<file path="src/rtl/pixel_window_alu_if.sv">
// Valid/ready bus of pixel_window_alu: operation inputs on one side, results and op_count on the other.
interface pixel_window_alu_if #(
   parameter int PIXEL_W = 8,
   parameter int WIN     = 3,
   parameter int CH      = 3
);
   logic                            in_valid;
   logic                            in_ready;
   logic [2:0]                      opcode;
   logic [WIN*WIN*CH*PIXEL_W-1:0]   cell_a;
   logic [WIN*WIN*CH*PIXEL_W-1:0]   cell_b;
   logic [CH*PIXEL_W-1:0]           user_in;
   logic                            out_valid;
   logic                            out_ready;
   logic [CH*PIXEL_W-1:0]           result;
   logic [15:0]                     op_count;

   modport master (
      output in_valid, opcode, cell_a, cell_b, user_in, out_ready,
      input  in_ready, out_valid, result, op_count
   );

   modport slave (
      input  in_valid, opcode, cell_a, cell_b, user_in, out_ready,
      output in_ready, out_valid, result, op_count
   );
endinterface

</file>
<file path="src/rtl/pixel_window_alu.sv">
// Two-stage per-channel window ALU (center arithmetic, average, max, min) with valid/ready flow control.
// Define PIXEL_SAT_EN to clamp ADD/ADDI/SUB/SUBI at the pixel range instead of wrapping.
module pixel_window_alu #(
   parameter int PIXEL_W = 8,
   parameter int WIN     = 3,
   parameter int CH      = 3
) (
   input logic               clk,
   input logic               rst,
   pixel_window_alu_if.slave bus
);
   localparam int NPIX     = WIN * WIN;
   localparam int CENTER   = (WIN / 2) * WIN + WIN / 2;
   localparam int SUM_W    = PIXEL_W + $clog2(NPIX);
   localparam int WIN_BITS = NPIX * CH * PIXEL_W;

   typedef enum logic [2:0] {
      OP_ADD  = 3'd0,
      OP_ADDI = 3'd1,
      OP_SUB  = 3'd2,
      OP_SUBI = 3'd3,
      OP_AVG  = 3'd4,
      OP_MAX  = 3'd5,
      OP_MIN  = 3'd6,
      OP_PASS = 3'd7
   } opcode_e;

   typedef logic [PIXEL_W-1:0] pix_t;

   logic                        adv;
   logic                        s1Valid_q;
   logic                        s2Valid_q;
   opcode_e                     s1Op_q, s1Op_d;
   logic [CH-1:0][SUM_W-1:0]    s1Sum_q, s1Sum_d;
   logic [CH-1:0][PIXEL_W-1:0]  s1Max_q, s1Max_d;
   logic [CH-1:0][PIXEL_W-1:0]  s1Min_q, s1Min_d;
   logic [CH-1:0][PIXEL_W-1:0]  s1Ac_q, s1Ac_d;
   logic [CH-1:0][PIXEL_W-1:0]  s1Bc_q, s1Bc_d;
   logic [CH-1:0][PIXEL_W-1:0]  s1Imm_q, s1Imm_d;
   logic [CH-1:0][PIXEL_W-1:0]  result_q, result_d;
   logic [15:0]                 opCount_q;

   function automatic pix_t sampleAt(input logic [WIN_BITS-1:0] win, input int k, input int ch);
      return win[(k * CH + ch) * PIXEL_W +: PIXEL_W];
   endfunction

   function automatic pix_t addPix(input pix_t x, input pix_t y);
`ifdef PIXEL_SAT_EN
      logic [PIXEL_W:0] s;
      s = {1'b0, x} + {1'b0, y};
      return s[PIXEL_W] ? '1 : s[PIXEL_W-1:0];
`else
      return x + y;
`endif
   endfunction

   function automatic pix_t subPix(input pix_t x, input pix_t y);
`ifdef PIXEL_SAT_EN
      return (x < y) ? '0 : x - y;
`else
      return x - y;
`endif
   endfunction

   // Both stages move together; a stalled output freezes the whole pipe.
   assign adv           = !s2Valid_q || bus.out_ready;
   assign bus.in_ready  = adv || rst;
   assign bus.out_valid = s2Valid_q;
   assign bus.result    = result_q;
   assign bus.op_count  = opCount_q;

   // Stage 1 reduction: full-width sum plus extrema over the whole window, per channel.
   always_comb begin
      s1Op_d  = opcode_e'(bus.opcode);
      s1Sum_d = '0;
      s1Max_d = '0;
      s1Min_d = '1;
      s1Ac_d  = '0;
      s1Bc_d  = '0;
      s1Imm_d = '0;
      for (int ch = 0; ch < CH; ch++) begin
         s1Ac_d[ch]  = sampleAt(bus.cell_a, CENTER, ch);
         s1Bc_d[ch]  = sampleAt(bus.cell_b, CENTER, ch);
         s1Imm_d[ch] = bus.user_in[ch*PIXEL_W +: PIXEL_W];
         for (int k = 0; k < NPIX; k++) begin
            s1Sum_d[ch] = s1Sum_d[ch] + SUM_W'(sampleAt(bus.cell_a, k, ch));
            if (sampleAt(bus.cell_a, k, ch) > s1Max_d[ch]) begin
               s1Max_d[ch] = sampleAt(bus.cell_a, k, ch);
            end
            if (sampleAt(bus.cell_a, k, ch) < s1Min_d[ch]) begin
               s1Min_d[ch] = sampleAt(bus.cell_a, k, ch);
            end
         end
      end
   end

   always_ff @(posedge clk) begin
      if (rst) begin
         s1Valid_q <= 1'b0;
      end else if (adv) begin
         s1Valid_q <= bus.in_valid;
         if (bus.in_valid) begin
            s1Op_q  <= s1Op_d;
            s1Sum_q <= s1Sum_d;
            s1Max_q <= s1Max_d;
            s1Min_q <= s1Min_d;
            s1Ac_q  <= s1Ac_d;
            s1Bc_q  <= s1Bc_d;
            s1Imm_q <= s1Imm_d;
         end
      end
   end

   // Stage 2 selects the final per-channel value from the registered stage-1 terms.
   always_comb begin
      result_d = '0;
      for (int ch = 0; ch < CH; ch++) begin
         case (s1Op_q)
            OP_ADD:  result_d[ch] = addPix(s1Ac_q[ch], s1Bc_q[ch]);
            OP_ADDI: result_d[ch] = addPix(s1Ac_q[ch], s1Imm_q[ch]);
            OP_SUB:  result_d[ch] = subPix(s1Ac_q[ch], s1Bc_q[ch]);
            OP_SUBI: result_d[ch] = subPix(s1Ac_q[ch], s1Imm_q[ch]);
            OP_AVG:  result_d[ch] = PIXEL_W'(s1Sum_q[ch] / SUM_W'(NPIX));
            OP_MAX:  result_d[ch] = s1Max_q[ch];
            OP_MIN:  result_d[ch] = s1Min_q[ch];
            default: result_d[ch] = s1Ac_q[ch];
         endcase
      end
   end

   always_ff @(posedge clk) begin
      if (rst) begin
         s2Valid_q <= 1'b0;
         result_q  <= '0;
      end else if (adv) begin
         s2Valid_q <= s1Valid_q;
         if (s1Valid_q) begin
            result_q <= result_d;
         end
      end
   end

   always_ff @(posedge clk) begin
      if (rst) begin
         opCount_q <= '0;
      end else if (s2Valid_q && bus.out_ready) begin
         opCount_q <= opCount_q + 16'd1;
      end
   end
endmodule

</file>
<file path="src/flat_wrapper.sv">
// flat-port wrapper written by rule: the top's interface ports become plain ports
module pixel_window_alu_flat 
#(
   parameter int PIXEL_W = 8,
   parameter int WIN     = 3,
   parameter int CH      = 3
)
  (clk, rst, bus_in_valid, bus_opcode, bus_cell_a, bus_cell_b, bus_user_in, bus_out_ready, bus_in_ready, bus_out_valid, bus_result, bus_op_count);
  pixel_window_alu_if #(.PIXEL_W(PIXEL_W), .WIN(WIN), .CH(CH)) bus_i ();
  input logic clk;
  input logic rst;
  input wire logic [$bits(bus_i.in_valid)-1:0] bus_in_valid;
  input wire logic [$bits(bus_i.opcode)-1:0] bus_opcode;
  input wire logic [$bits(bus_i.cell_a)-1:0] bus_cell_a;
  input wire logic [$bits(bus_i.cell_b)-1:0] bus_cell_b;
  input wire logic [$bits(bus_i.user_in)-1:0] bus_user_in;
  input wire logic [$bits(bus_i.out_ready)-1:0] bus_out_ready;
  output wire logic [$bits(bus_i.in_ready)-1:0] bus_in_ready;
  output wire logic [$bits(bus_i.out_valid)-1:0] bus_out_valid;
  output wire logic [$bits(bus_i.result)-1:0] bus_result;
  output wire logic [$bits(bus_i.op_count)-1:0] bus_op_count;
  assign bus_i.in_valid = bus_in_valid;
  assign bus_i.opcode = bus_opcode;
  assign bus_i.cell_a = bus_cell_a;
  assign bus_i.cell_b = bus_cell_b;
  assign bus_i.user_in = bus_user_in;
  assign bus_i.out_ready = bus_out_ready;
  assign bus_in_ready = bus_i.in_ready;
  assign bus_out_valid = bus_i.out_valid;
  assign bus_result = bus_i.result;
  assign bus_op_count = bus_i.op_count;
  pixel_window_alu #(.PIXEL_W(PIXEL_W), .WIN(WIN), .CH(CH)) u_core (.clk(clk), .rst(rst), .bus(bus_i));
endmodule
</file>
<file path="config.mk">
export PLATFORM = sky130hd
export DESIGN_NAME = pixel_window_alu_flat
export DESIGN_NICKNAME = d
export VERILOG_FILES = /design/src/rtl/pixel_window_alu_if.sv /design/src/rtl/pixel_window_alu.sv /design/src/flat_wrapper.sv
export SDC_FILE = /design/constraint.sdc
export NUM_CORES = 2
export LEC_CHECK = 0
export ABC_AREA = 1
export BUFFER_PORTS_ARGS = -buffer_cell sky130_fd_sc_hd__buf_2
export CORE_MARGIN = 3
export CORE_UTILIZATION = 35
export CTS_BUF_LIST = sky130_fd_sc_hd__clkbuf_8
export DETAILED_ROUTE_END_ITERATION = 10
export GPL_TIMING_DRIVEN = 0
export SETUP_SLACK_MARGIN = 0.1
export SYNTH_ARGS = -nofsm -noshare
export SYNTH_HDL_FRONTEND = slang
export SYNTH_SLANG_ARGS = --single-unit
</file>
<file path="constraint.sdc">
create_clock -name clk -period 19.23 [get_ports clk]
set_input_delay 0.9615 -clock clk [delete_from_list [all_inputs] [get_ports clk]]
set_output_delay 0.9615 -clock clk [all_outputs]
set_load 0.05 [all_outputs]
</file>
==> results.cfg <==
[synthesis]
synth.avg_cell_area_sq_um = 7.28
ys.warnings.count = 0
synthTopCellsByArea = ha_1 20%, edfxtp_1 17%, nand2_1 13%
netlist_instances = 3923
netlist_area_sq_um = 28600
syn_nets = 4984
ys.flop_type = edfxtp_1
synth-edff-count = 159
yosysSeqAreaShare_pct = 19.7
async_flop_share_pct = 0
synth_top_cell_area_share_pct = 19.8
synth_top_area_cell = ha_1
ys_seq_elements = 201
yosysUniqueCellTypes = 60

[floorplan]
pin_count = 505
die_w_microns = 292
start_util_pct = 35.4
core_sq_um = 80700
rows = 104
die_area_sq_um = 85100
die_h_microns = 292

[clock_tree]
cts_resized = 0
postCtsHoldBufs = 0
cts_setup_buffers = 0
clockRootBuffer = clkbuf_8
clkSinkCount = 201
cts_tree = done
clockBufferDepth = 3
clk_latency_ps = 580
clk_pin_slew_worst_paths_ps = 60
cts_buffers = 40
h-tree-depth = 2

[finish]
drive_gt1_share_pct = 11.3
fin_nets = 5342
final_cell_mix = 1,014 x nand2_1, 602 x inv_1, 451 x ha_1, 434 x o21ai_0, 312 x buf_2
seq_area_sq_um = 5620
fillers = 8569
syn_to_final_growth_pct = 13.6
multi_input_area_sq_um = 20300
final_common_cell = nand2_1
utilization_pct = 40.2
postLayoutCellArea_sq_um = 32400

[grt]
met2_usage_pct = 34.1
grtUsageMet3_pct = 4.44
top_usage_layer = met2
grt_usage_pct = 20.7
grt.overflow.total = 0
gr-usage-met1_pct = 27.3
grt_pass1_wl_mm = 140
grt_max_degree = 37
antenna_found_initial = 25
grt_pass1_vias = 26013

[critical_path]
crit_type = in -> reg
path_max_fanout = 10
end_kind = flop
worst_ep_required_time_ps = 19550
cp_slowest_cell = o32ai_1
arrival_ps = 14470
cp-start-kind = input pin
cp_slowest_stage_delay_ps = 680

[route]
totalWireLength_mm = 89.1
wl_per_cell_microns = 16.5
vias_per_cell = 5.01
vias = 26996
ant_nets = 0
drt-pass1-iter-count = 5
drt_iter0_drc = 1758
drc = 0

[timing]
fin_worst_skew_ps = 15.2
rsz0062_at_grt = no
slew_headroom_pct = 13.9
hold_viol = 0
final_max_slew_viol_count = 0
timing.fmax_ghz = 0.0707
fin_setup_tns_ps = 0
setup_viol = 0
worst-slew-pin-transition_ps = 1280
fin_crit_sh_pct = 73.6
post-route-min-period_ps = 14150

[placement]
hpwl_mm = 74.8
io_buffer_count = 311
gp_congestion = 0.907
place_area_sq_um = 31500

[run]
max_cap_viol_count = 0

[outcome]
outcome = finished, final reports clean

[hold_path]
hold_class = reg -> reg
## per-stage QoR
stage | setup WS, ps | hold slack (ps) | cells
floorplan | 7240 | 472 | 3923
global placement | 5010 | 450 | 5294
detailed placement | 4750 | 455 | 5299
CTS | 5350 | 464 | 5372
global route | 3440 | 487 | 5380
finish | 5080 | 462 | 5388
## kinds of logic after synthesis
logic type	after synthesis	synth area share, %
buf+inv	695	9.14
xor+xnor	80	2.48
mux	1	0.0394
compound gates	875	17.3
fa+ha+maj	598	30.1
simple gates	1473	21.3
flops	201	19.7
## cells in the mapped netlist, types with 5 or more instances
cell	count
a21oi_2	8
clkinv_1	6
a211oi_1	27
fa_1	147
o211ai_1	37
o22ai_1	7
nor2_2	12
a311oi_1	9
inv_2	21
nor3_1	33
o311ai_0	5
o21ai_0	434
o21a_1	10
o21bai_1	16
edfxtp_1	159
ha_1	451
a221oi_1	19
o2111ai_1	7
o21ai_1	23
xnor2_1	19
nand4_1	12
nand2_1	1014
nand2_2	39
inv_1	591
xor2_1	60
clkbuf_1	72
o32ai_1	6
dfxtp_1	42
nand3_1	151
or2_2	10
nor2_1	174
a21oi_1	239
## final cells by class
type / count / area share (%)
inverter: 619 / 7.17
clock buffer: 46 / 1.95
tap: 1060 / 4.09
clock inverter: 27 / 0.679
buffer: 76 / 0.883
multi-input combinational: 3027 / 62.7
timing repair buffer: 316 / 5.11
sequential: 201 / 17.3
antenna: 16 / 0.123
## path summary, 6_finish.rpt
path | startpoint | slack (ps) | depth (start not counted) | endpoint
min reg2reg | u_core.bus.result[14] | 460 | 2 | u_core.bus.result[14]
max reg2reg | u_core.s1Sum_q[21] | 13290 | 55 | u_core.bus.result[8]
max | bus_cell_a[9] | 5080 | 62 | u_core.s1Max_q[15]
min | u_core.bus.result[14] | 460 | 2 | u_core.bus.result[14]
## layer usage
layer / share of wire [%] / routed length [microns] / vias to the layer above
met5: 0.13 / 116 / -
met4: 2.5 / 2250 / 18
met3: 6.6 / 5900 / 142
met2: 45 / 40000 / 648
met1: 46 / 40800 / 12367
li1: - / - / 13821
## sequential cells by signal, indices dropped and copies added (netlist names)
name,count
u_core.s1Sum_q,36
u_core.bus.out_valid,1
u_core.s1Imm_q,24
u_core.s1Op_q,3
u_core.bus.op_count,16
u_core.s1Valid_q,1
u_core.s1Min_q,24
u_core.bus.result,24
u_core.s1Ac_q,24
u_core.s1Max_q,24
u_core.s1Bc_q,24
## critical path: cells and delay by family
kind,cells,cell delay (ps)
simple gates,19,1550
buf+inv,16,3420
compound gates,19,5910
fa+ha+maj,8,2590
Power is not shown: default switching activity piles up to over one toggle a cycle in this logic, so the estimate is an artifact.
